<file path="config.mk">
export PLATFORM = sky130hd
export DESIGN_NAME = bin2bcd_seq_flat
export DESIGN_NICKNAME = d
export VERILOG_FILES = /design/src/rtl/bin2bcd_seq_if.sv /design/src/rtl/bin2bcd_seq.sv /design/src/flat_wrapper.sv
export SDC_FILE = /design/constraint.sdc
export NUM_CORES = 1
export LEC_CHECK = 0
export CAP_MARGIN = 20
export CORE_MARGIN = 3
export CORE_UTILIZATION = 32
export CTS_CLUSTER_DIAMETER = 30
export DETAILED_ROUTE_END_ITERATION = 10
export GPL_ROUTABILITY_DRIVEN = 1
export GPL_TIMING_DRIVEN = 1
export PLACE_DENSITY_LB_ADDON = 0.3
export SYNTH_ARGS = -nofsm -noshare
export SYNTH_HDL_FRONTEND = slang
export SYNTH_SLANG_ARGS = --single-unit
</file>
<file path="constraint.sdc">
create_clock -name clk_50mhz -period 2.8 [get_ports clk_50mhz]
set_clock_uncertainty 0.2 [all_clocks]
set_input_delay 0.56 -clock clk_50mhz [delete_from_list [all_inputs] [get_ports clk_50mhz]]
set_output_delay 0.56 -clock clk_50mhz [all_outputs]
set_load 0.01 [all_outputs]
</file>
<file path="src/rtl/bin2bcd_seq_if.sv">
// ---------------------------------------------------------------------------
// bin2bcd_seq_if
//   Handshake/data bundle for the sequential binary-to-BCD converter.
//
//   Signals
//     start  request a conversion of bin (honoured only while busy=0)
//     bin    unsigned binary value, BIN_W bits
//     busy   conversion in progress
//     done   one-cycle pulse: bcd/ovf were updated in this cycle
//     bcd    DIGITS packed BCD digits, digit 0 in bcd[3:0]
//     ovf    value did not fit into DIGITS decimal digits
//
//   Modports
//     master  the requester (drives start/bin)
//     slave   the converter (drives busy/done/bcd/ovf)
// ---------------------------------------------------------------------------
interface bin2bcd_seq_if #(
  parameter int BIN_W  = 16,
  parameter int DIGITS = 6
) ();

  logic                  start;
  logic [BIN_W-1:0]      bin;
  logic                  busy;
  logic                  done;
  logic [4*DIGITS-1:0]   bcd;
  logic                  ovf;

  modport master (
    output start,
    output bin,
    input  busy,
    input  done,
    input  bcd,
    input  ovf
  );

  modport slave (
    input  start,
    input  bin,
    output busy,
    output done,
    output bcd,
    output ovf
  );

endinterface : bin2bcd_seq_if

</file>
<file path="src/rtl/bin2bcd_seq.sv">
// ---------------------------------------------------------------------------
// bin2bcd_seq
//   Sequential binary-to-BCD converter (shift-and-add-3 / double dabble).
//   Converts one BIN_W-bit value per request, one bit per clock, so a
//   conversion takes BIN_W cycles. The result can optionally have its
//   leading zero digits replaced by 4'hF so a seven-segment driver shows
//   them as blanks.
//
//   Parameters
//     BIN_W     width of the binary input (one shift cycle per bit)
//     DIGITS    number of BCD digits produced (4*DIGITS result bits)
//     LZ_BLANK  1: leading zero digits become 4'hF; 0: raw zeros
//
//   Ports
//     clk_50mhz  system clock, all logic on the rising edge
//     rst        synchronous reset, active high, overrides everything
//     bus        bin2bcd_seq_if slave: start/bin in, busy/done/bcd/ovf out
// ---------------------------------------------------------------------------
module bin2bcd_seq #(
  parameter int BIN_W    = 16,
  parameter int DIGITS   = 6,
  parameter bit LZ_BLANK = 1'b1
) (
  input  logic           clk_50mhz,
  input  logic           rst,
  bin2bcd_seq_if.slave   bus
);

  localparam int SCR_W = 4 * DIGITS;
  localparam int CNT_W = (BIN_W > 1) ? $clog2(BIN_W) : 1;
  localparam logic [CNT_W-1:0] CNT_LAST = CNT_W'(BIN_W - 1);

  typedef enum logic {
    S_IDLE  = 1'b0,
    S_SHIFT = 1'b1
  } state_t;

  state_t state_q, state_d;

  // Working registers of the double-dabble loop.
  logic [BIN_W-1:0] shreg_q;    // binary bits still to be shifted in
  logic [SCR_W-1:0] scratch_q;  // BCD digits accumulated so far
  logic             carry_q;    // a one fell out of the top digit
  logic [CNT_W-1:0] cnt_q;      // index of the current shift

  // Registered outputs.
  logic [SCR_W-1:0] bcd_q;
  logic             ovf_q;
  logic             done_q;
  logic             busy;

  // Combinational step of the loop.
  logic             accept;
  logic             last_shift;
  logic [SCR_W-1:0] adj;
  logic [SCR_W-1:0] scratch_sh;
  logic [BIN_W-1:0] shreg_sh;
  logic             bit_out;

  // Add 3 to every digit that is 5 or more, so that the following left
  // shift carries correctly into the next decimal digit.
  function automatic logic [SCR_W-1:0] add3_digits(input logic [SCR_W-1:0] s);
    logic [SCR_W-1:0] r;
    r = s;
    for (int i = 0; i < DIGITS; i++) begin
      if (s[4*i +: 4] >= 4'd5) begin
        r[4*i +: 4] = s[4*i +: 4] + 4'd3;
      end
    end
    return r;
  endfunction

  // Replace zero digits above the most significant nonzero digit by 4'hF.
  // Digit 0 is left alone so that a zero result still shows one '0'.
  function automatic logic [SCR_W-1:0] blank_lz(input logic [SCR_W-1:0] s);
    logic [SCR_W-1:0] r;
    logic             seen_nz;
    r       = s;
    seen_nz = 1'b0;
    for (int i = DIGITS - 1; i >= 1; i--) begin
      if (s[4*i +: 4] != 4'd0) begin
        seen_nz = 1'b1;
      end else if (!seen_nz) begin
        r[4*i +: 4] = 4'hF;
      end
    end
    return r;
  endfunction

  // ---------------------------------------------------------------------
  // Datapath step: adjust, then shift {scratch, shreg} left by one. The
  // bit leaving the top of scratch means the value no longer fits.
  // ---------------------------------------------------------------------
  // NOTE: every variable assigned in an always_comb gets a value on every
  // path (defaults first where needed); otherwise a latch is inferred.
  always_comb begin
    adj                             = add3_digits(scratch_q);
    {bit_out, scratch_sh, shreg_sh} = {adj, shreg_q, 1'b0};
  end

  assign accept     = (state_q == S_IDLE) && bus.start;
  assign last_shift = (state_q == S_SHIFT) && (cnt_q == CNT_LAST);

  // ---------------------------------------------------------------------
  // FSM: state register
  // ---------------------------------------------------------------------
  // NOTE: clocked state uses non-blocking assignments so every register
  // samples the pre-edge values, independent of statement order.
  always_ff @(posedge clk_50mhz) begin
    if (rst) begin
      state_q <= S_IDLE;
    end else begin
      state_q <= state_d;
    end
  end

  // ---------------------------------------------------------------------
  // FSM: next-state logic
  // ---------------------------------------------------------------------
  always_comb begin
    state_d = state_q;
    unique case (state_q)
      S_IDLE:  if (bus.start)  state_d = S_SHIFT;
      S_SHIFT: if (last_shift) state_d = S_IDLE;
      default:                 state_d = S_IDLE;
    endcase
  end

  // ---------------------------------------------------------------------
  // FSM: outputs. busy drops in the same cycle done rises because the
  // last shift returns the FSM to IDLE on the edge that raises done.
  // ---------------------------------------------------------------------
  always_comb begin
    busy = (state_q == S_SHIFT);
  end

  // ---------------------------------------------------------------------
  // Working registers without reset: they are always reloaded on an
  // accepted start before being used, so their reset value is irrelevant.
  // ---------------------------------------------------------------------
  // NOTE: pure datapath storage that is fully initialised before use is
  // deliberately left out of reset; only control state and outputs reset.
  always_ff @(posedge clk_50mhz) begin
    if (accept) begin
      shreg_q   <= bus.bin;
      scratch_q <= '0;
    end else if (state_q == S_SHIFT) begin
      shreg_q   <= shreg_sh;
      scratch_q <= scratch_sh;
    end
  end

  // ---------------------------------------------------------------------
  // Control counters and registered outputs.
  // ---------------------------------------------------------------------
  always_ff @(posedge clk_50mhz) begin
    if (rst) begin
      cnt_q   <= '0;
      carry_q <= 1'b0;
      bcd_q   <= '0;
      ovf_q   <= 1'b0;
      done_q  <= 1'b0;
    end else begin
      done_q <= last_shift;
      if (accept) begin
        cnt_q   <= '0;
        carry_q <= 1'b0;
      end else if (state_q == S_SHIFT) begin
        cnt_q   <= cnt_q + 1'b1;
        carry_q <= carry_q | bit_out;
        // The result is taken from this cycle's shifted value, so the
        // final shift and the load happen on the same edge.
        if (last_shift) begin
          bcd_q <= LZ_BLANK ? blank_lz(scratch_sh) : scratch_sh;
          ovf_q <= carry_q | bit_out;
        end
      end
    end
  end

  assign bus.busy = busy;
  assign bus.done = done_q;
  assign bus.bcd  = bcd_q;
  assign bus.ovf  = ovf_q;

endmodule : bin2bcd_seq

</file>
<file path="src/flat_wrapper.sv">
// flat-port wrapper written by rule: the top's interface ports become plain ports
module bin2bcd_seq_flat 
#(
  parameter int BIN_W    = 16,
  parameter int DIGITS   = 6,
  parameter bit LZ_BLANK = 1'b1
)
  (clk_50mhz, rst, bus_start, bus_bin, bus_busy, bus_done, bus_bcd, bus_ovf);
  bin2bcd_seq_if #(.BIN_W(BIN_W), .DIGITS(DIGITS)) bus_i ();
  input  logic clk_50mhz;
  input  logic rst;
  input wire logic [$bits(bus_i.start)-1:0] bus_start;
  input wire logic [$bits(bus_i.bin)-1:0] bus_bin;
  output wire logic [$bits(bus_i.busy)-1:0] bus_busy;
  output wire logic [$bits(bus_i.done)-1:0] bus_done;
  output wire logic [$bits(bus_i.bcd)-1:0] bus_bcd;
  output wire logic [$bits(bus_i.ovf)-1:0] bus_ovf;
  assign bus_i.start = bus_start;
  assign bus_i.bin = bus_bin;
  assign bus_busy = bus_i.busy;
  assign bus_done = bus_i.done;
  assign bus_bcd = bus_i.bcd;
  assign bus_ovf = bus_i.ovf;
  bin2bcd_seq #(.BIN_W(BIN_W), .DIGITS(DIGITS), .LZ_BLANK(LZ_BLANK)) u_core (.clk_50mhz(clk_50mhz), .rst(rst), .bus(bus_i));
endmodule
</file>
==> impl_metrics.toml, run 1 <==
[run_status]
status = "complete, no violations"

[routing]
wl_um = 7300
drt_pass1_iterations = 4
vias = 2565
route.detailed.drc = 0
ant_nets = 0
detail_route.iter0.violations = 69
wl_per_cell_um = 13.6
viasPerCell = 4.79

[cts]
ctsRootBufferMaster = "clkbuf_8"
cts_buffer_depth = 2
post-cts-setup-buffers = 0
numCtsBuffers = 9
clk_latency_ns = 0.34
cts.sink_count = 72
cts_tree = "yes"
cts_htree_levels = 3
clkSlewWorstSetupHoldPaths_ns = 0.08

[pwr]
p_leak_nw = 1.54
power_frac_comb_pct = 7.9
power_frac_clock_pct = 46.3
p_per_area_nw_per_um2 = 585
seq_power_share_pct = 45.8
switching_share_pct = 20.7
ir_drop_mv = 0.242
p_sw_w = 0.000514
p_int_w = 0.00197

[hold_path]
holdCritPathClass = "reg -> reg"
hold_end = "u_core.bus.bcd[1]"
hold_depth = 2
min_from = "u_core.bus.bcd[1]"

[grt]
grt_antenna_before_repair = 0
grt_overflow = 0
grt_usage_pct = 12.9
first_global_vias = 2463
grt_pass1_wl_um = 11900
grt_max_degree = 32

[final_layout]
diodes = 0
drive_gt1_share_pct = 11.9
most-common-layout-cells = "dfxtp_1, clkdlybuf4s50_1, nand2_1"
layout_commonest_cell = "dfxtp_1"
num-nets-final = 429
utilization_pct = 42.7
final_cell_area_sq_um = 4250
area_growth_pct = 27.0

[synth]
netlist_area_sq_um = 3350
syn_area_per_cell_sq_um = 9.59
yosys_warnings = 0
synth-seq-area-share_pct = 47.9
synth_fp_nets = 381
ys_async_sr_fraction_pct = 0
synth_edf_count = 16
synth_cells = 349
synth_ff_type = "dfxtp_1"
ys_ff_latch = 72
ys_types = 43

[timing]
fmax_ghz = 0.400
slew_viol_final = 0
finalSetupTns_ns = 0
rsz0062_at_grt = "false"
fin_hold_ws_ns = 0.257
post-route-min-period_ns = 2.50
setup_viol = 0
worst_slack_ns = 0.302
worstMarginPinSlew_ns = 0.459
slew_headroom_pct = 69.4
hold_viol = 0
min_period_over_period_pct = 89.2

[floorplan]
die-height_um = 108
io_pins = 46
dieWidth_um = 108
core_sq_um = 9950
die_area_sq_um = 11700
start_util_pct = 33.6
rows = 36

[critical_path]
crit_slowest_cell = "nor4b_4"
crit_family = "simple AND/OR/NAND/NOR gates"
crit_buf_inv = 1
worstSetupEndpointType = "register"
cp_max_fo = 8
reg2reg_slack_ns = 0.30
worstSetupStartpointType = "register"
cp.required_ns = 2.85
cp.arrival_ns = 2.55
slowest_delay_ns = 0.42
r2r-end = "u_core.bus.bcd[8]"
regToRegStartpoint = "u_core.scratch_q[21]"
r2r_cells = 8
path_cells = "inv_1 > ha_1 > nand2b_1 > a21oi_2 > mux2i_1 > nor4b_4 > nand3_4 > a311oi_1"
path_class = "reg -> reg"
cp.depth = 8

[placement]
dpl_worst_slack_ns = 0.181
routabilityCongestion = 0.765
dp_hpwl_um = 5110
portBuffers = 45
dpl-instance-area_sq_um = 3970

[run]
drv_cap = 0
## sequential cells by signal (all words and copies together), names as in the netlist
signal            flops
u_core.bus.bcd       24
u_core.bus.done       1
u_core.carry_q        1
u_core.bus.ovf        1
u_core.shreg_q       16
u_core.scratch_q     24
u_core.cnt_q          4
u_core.bus.busy       1
## area by class of cell
| cell class | instances | area [sq um] |
|---|---|---|
| Clock buffer | 9 | 124 |
| Clock inverter | 7 | 158 |
| Fill cell | 974 | 5700 |
| Inverter | 16 | 60.1 |
| Multi-Input combinational cell | 244 | 1620 |
| Sequential cell | 72 | 1600 |
| Tap cell | 133 | 166 |
| Timing Repair Buffer | 54 | 518 |
## cells in the mapped netlist, drive strengths merged, types with 8 or more instances
library cell  instances  area [sq um]
a21oi                25           129
a311oi                8          76.3
clkbuf               14          52.6
dfxtp                56          1120
edfxtp               16           480
ha                   13           163
inv                  16          60.1
mux2                 15           169
mux2i                11           110
nand2                41           154
nor2                 37           139
nor3b                12          90.1
o21ai                14          70.1
o22ai                11          68.8
## metal layers
metal / GRT usage (%) / share of wire (%) / vias up
li1: - / - / 1337
met1: 16.5 / 48 / 1191
met2: 21.6 / 48 / 30
met3: 2.99 / 3.2 / 7
met4: 3.79 / 1.3 / 0
met5: 0 / 0 / -
## worst max path at each step
stage	start	endpoint
2_1_floorplan	u_core.scratch_q[21]	u_core.bus.bcd[11]
3_3_place_gp	u_core.scratch_q[20]	u_core.bus.bcd[11]
3_5_place_dp	u_core.scratch_q[20]	u_core.bus.bcd[8]
4_1_cts	u_core.scratch_q[20]	u_core.bus.bcd[8]
5_1_grt	u_core.scratch_q[20]	u_core.bus.bcd[8]
6_report	u_core.scratch_q[21]	u_core.bus.bcd[8]
## cells by family after synthesis
family | count (synthesis) | share of synthesized area [%]
buf+inv | 33 | 3.74
simple gates | 120 | 17.8
fa+ha+maj | 13 | 4.86
mux | 26 | 8.34
xor+xnor | 8 | 2.09
flops | 72 | 47.9
compound gates | 77 | 15.3
## what timing repair did
action / in CTS / in global routing
resized for setup: 0 / 1
setup endpoints to repair: 0 / 2
hold buffers: 0 / 0
## power by group through the flow
stage	combinational (W)	clock, W	sequential, W
final	0.000195	0.00115	0.00114
after global routing	0.000219	0.00122	0.00115
after CTS	0.000198	0.00117	0.00114
after detailed placement	0.000197	0	0.00116
after global placement	0.000192	0	0.00116
after floorplan	0.000134	0	0.00115
## worst min-delay path: stages (launching register included)
cell and delay [ns]:
dfxtp_1 0.31, nand2_1 0.05, a21oi_1 0.05
## through the flow
stage | instances | power (W)
2_1_floorplan | 349 | 0.00129
3_3_place_gp | 519 | 0.00135
3_5_place_dp | 519 | 0.00136
4_1_cts | 535 | 0.00251
5_1_grt | 535 | 0.00259
6_report | 535 | 0.00249
No activity file was read; power rests on OpenSTA's default activity.
==> run 2, diff against run 1 <==
- GPL_TIMING_DRIVEN: 1 -> 0
- RECOVER_POWER: not set -> 50
==> impl_metrics.toml, run 2 (synthesized netlist as in run 1, its figures left out) <==
[cts]
numCtsBuffers = 9
ctsResizeCount = 0
cts_tree = "yes"
cts.sink_count = 72
cts_buffer_depth = 2
clkSlewWorstSetupHoldPaths_ns = 0.08
ctsRootBufferMaster = "clkbuf_8"
clk_latency_ns = 0.35
cts_htree_levels = 3

[timing]
min_period_over_period_pct = 93.3
rsz0062_at_grt = "false"
fmax_ghz = 0.383
hold_viol = 0
slew_headroom_pct = 48.4
finalSetupTns_ns = 0
post-route-min-period_ns = 2.61
setup_viol = 0
worstMarginPinSlew_ns = 0.771
slew_viol_final = 0

[final_layout]
drive_gt1_share_pct = 10.2
area_growth_pct = 25.2
seq_area_sq_um = 1600
multi_input_area_sq_um = 1620
layout_commonest_cell = "dfxtp_1"
num-nets-final = 439
fillers = 972
utilization_pct = 42.1
diodes = 0
most-common-layout-cells = "dfxtp_1, nand2_1, nor2_1"

[pwr]
p_per_area_nw_per_um2 = 532
p_sw_w = 0.000530
p_int_w = 0.00170
switching_share_pct = 23.8
power_frac_clock_pct = 39.9
p_leak_nw = 1.59
seq_power_share_pct = 51.0
power_frac_comb_pct = 9.1
ir_drop_mv = 0.220

[routing]
vias = 2669
detail_route.iter0.violations = 83
wl_um = 8250
drt_pass1_iterations = 4
ant_nets = 0
wl_per_cell_um = 15.1
route.detailed.drc = 0
viasPerCell = 4.90

[placement]
routabilityCongestion = 0.807
portBuffers = 45
dp_hpwl_um = 5720

[run]
drv_cap = 0

[critical_path]
reg2reg_slack_ns = 0.28
worstSetupStartpointType = "primary input"
crit_slowest_cell = "dlygate4sd3_1"
cp_max_fo = 10
path_class = "in -> reg"
cp.arrival_ns = 2.52
cp.required_ns = 2.70
slowest_delay_ns = 0.61
worstSetupEndpointType = "register"
cpMostUsedCell = "clkbuf_1"
path_cells = "dlygate4sd3_1 > nor2b_1 > clkbuf_1 > clkbuf_1 > mux2_2"

[floorplan]
start_util_pct = 33.6
rows = 36
die-height_um = 108
die_area_sq_um = 11700
io_pins = 46
core_sq_um = 9950
dieWidth_um = 108

[grt]
grt_usage_pct = 14.6
grt_max_degree = 17
grt_overflow = 0
first_global_vias = 2608
grt_pass1_wl_um = 13300
grt_antenna_before_repair = 0

[hold_path]
holdCritPathClass = "reg -> reg"

[run_status]
status = "complete, no violations"
[run 2: worst paths after layout]
check                                          start                 to  cells after the start
worst min-delay path               u_core.bus.bcd[1]  u_core.bus.bcd[1]                      2
worst max-delay path                       bus_start  u_core.shreg_q[8]                      5
worst min register to register     u_core.bus.bcd[1]  u_core.bus.bcd[1]                      2
worst max register to register  u_core.scratch_q[21]  u_core.bus.bcd[8]                      9
[run 2: critical path: cells and delay by family]
family / cells / cell delay, ns
mux: 1 / 0.40
buf+inv: 3 / 1.40
simple gates: 1 / 0.15
[run 2: area by class of cell]
| cell class | instances | share of cell area, % |
|---|---|---|
| sequential | 72 | 38.2 |
| buffer | 17 | 1.55 |
| timing repair buffer | 47 | 11.1 |
| inverter | 16 | 1.43 |
| tap | 133 | 3.97 |
| clock inverter | 7 | 2.06 |
| clock buffer | 9 | 2.96 |
| multi-input combinational | 244 | 38.7 |
[run 2: through the flow]
| step | cell area [sq um] | setup slack [ns] | hold slack [ns] | power [W] | std cells |
|---|---|---|---|---|---|
| 3_5_place_dp | 3960 | -0.132 | 0.250 | 0.00136 | 527 |
| 3_3_place_gp | 3960 | -0.125 | 0.247 | 0.00135 | 527 |
| 2_1_floorplan | 3350 | 0.528 | 0.244 | 0.00129 | 349 |
| 6_report | 4190 | 0.189 | 0.262 | 0.00223 | 545 |
| 5_1_grt | 4190 | 0.0657 | 0.294 | 0.00232 | 545 |
| 4_1_cts | 4170 | 0.0923 | 0.268 | 0.00224 | 543 |
[run 2: repair_timing]
item                                   CTS  global route
setup buffers                            0             2
setup endpoints to repair                0            11
endpoints found under the hold margin    0             0
hold buffers                             0             0
[run 2: metal layers]
layer	wire [um]	track usage, %	up-vias
met1	3880	19.9	1266
met4	138	5.14	0
met2	3980	23.5	38
met5	0	0	-
met3	245	2.51	9
li1	-	-	1356
[run 2: power groups by stage]
stage               Sequential, W  Combinational (W)  Clock (W)
finish                    0.00114           0.000202   0.000889
global route              0.00114           0.000223   0.000953
CTS                       0.00114           0.000204   0.000904
detailed placement        0.00116           0.000204          0
global placement          0.00116           0.000197          0
floorplan                 0.00115           0.000134          0
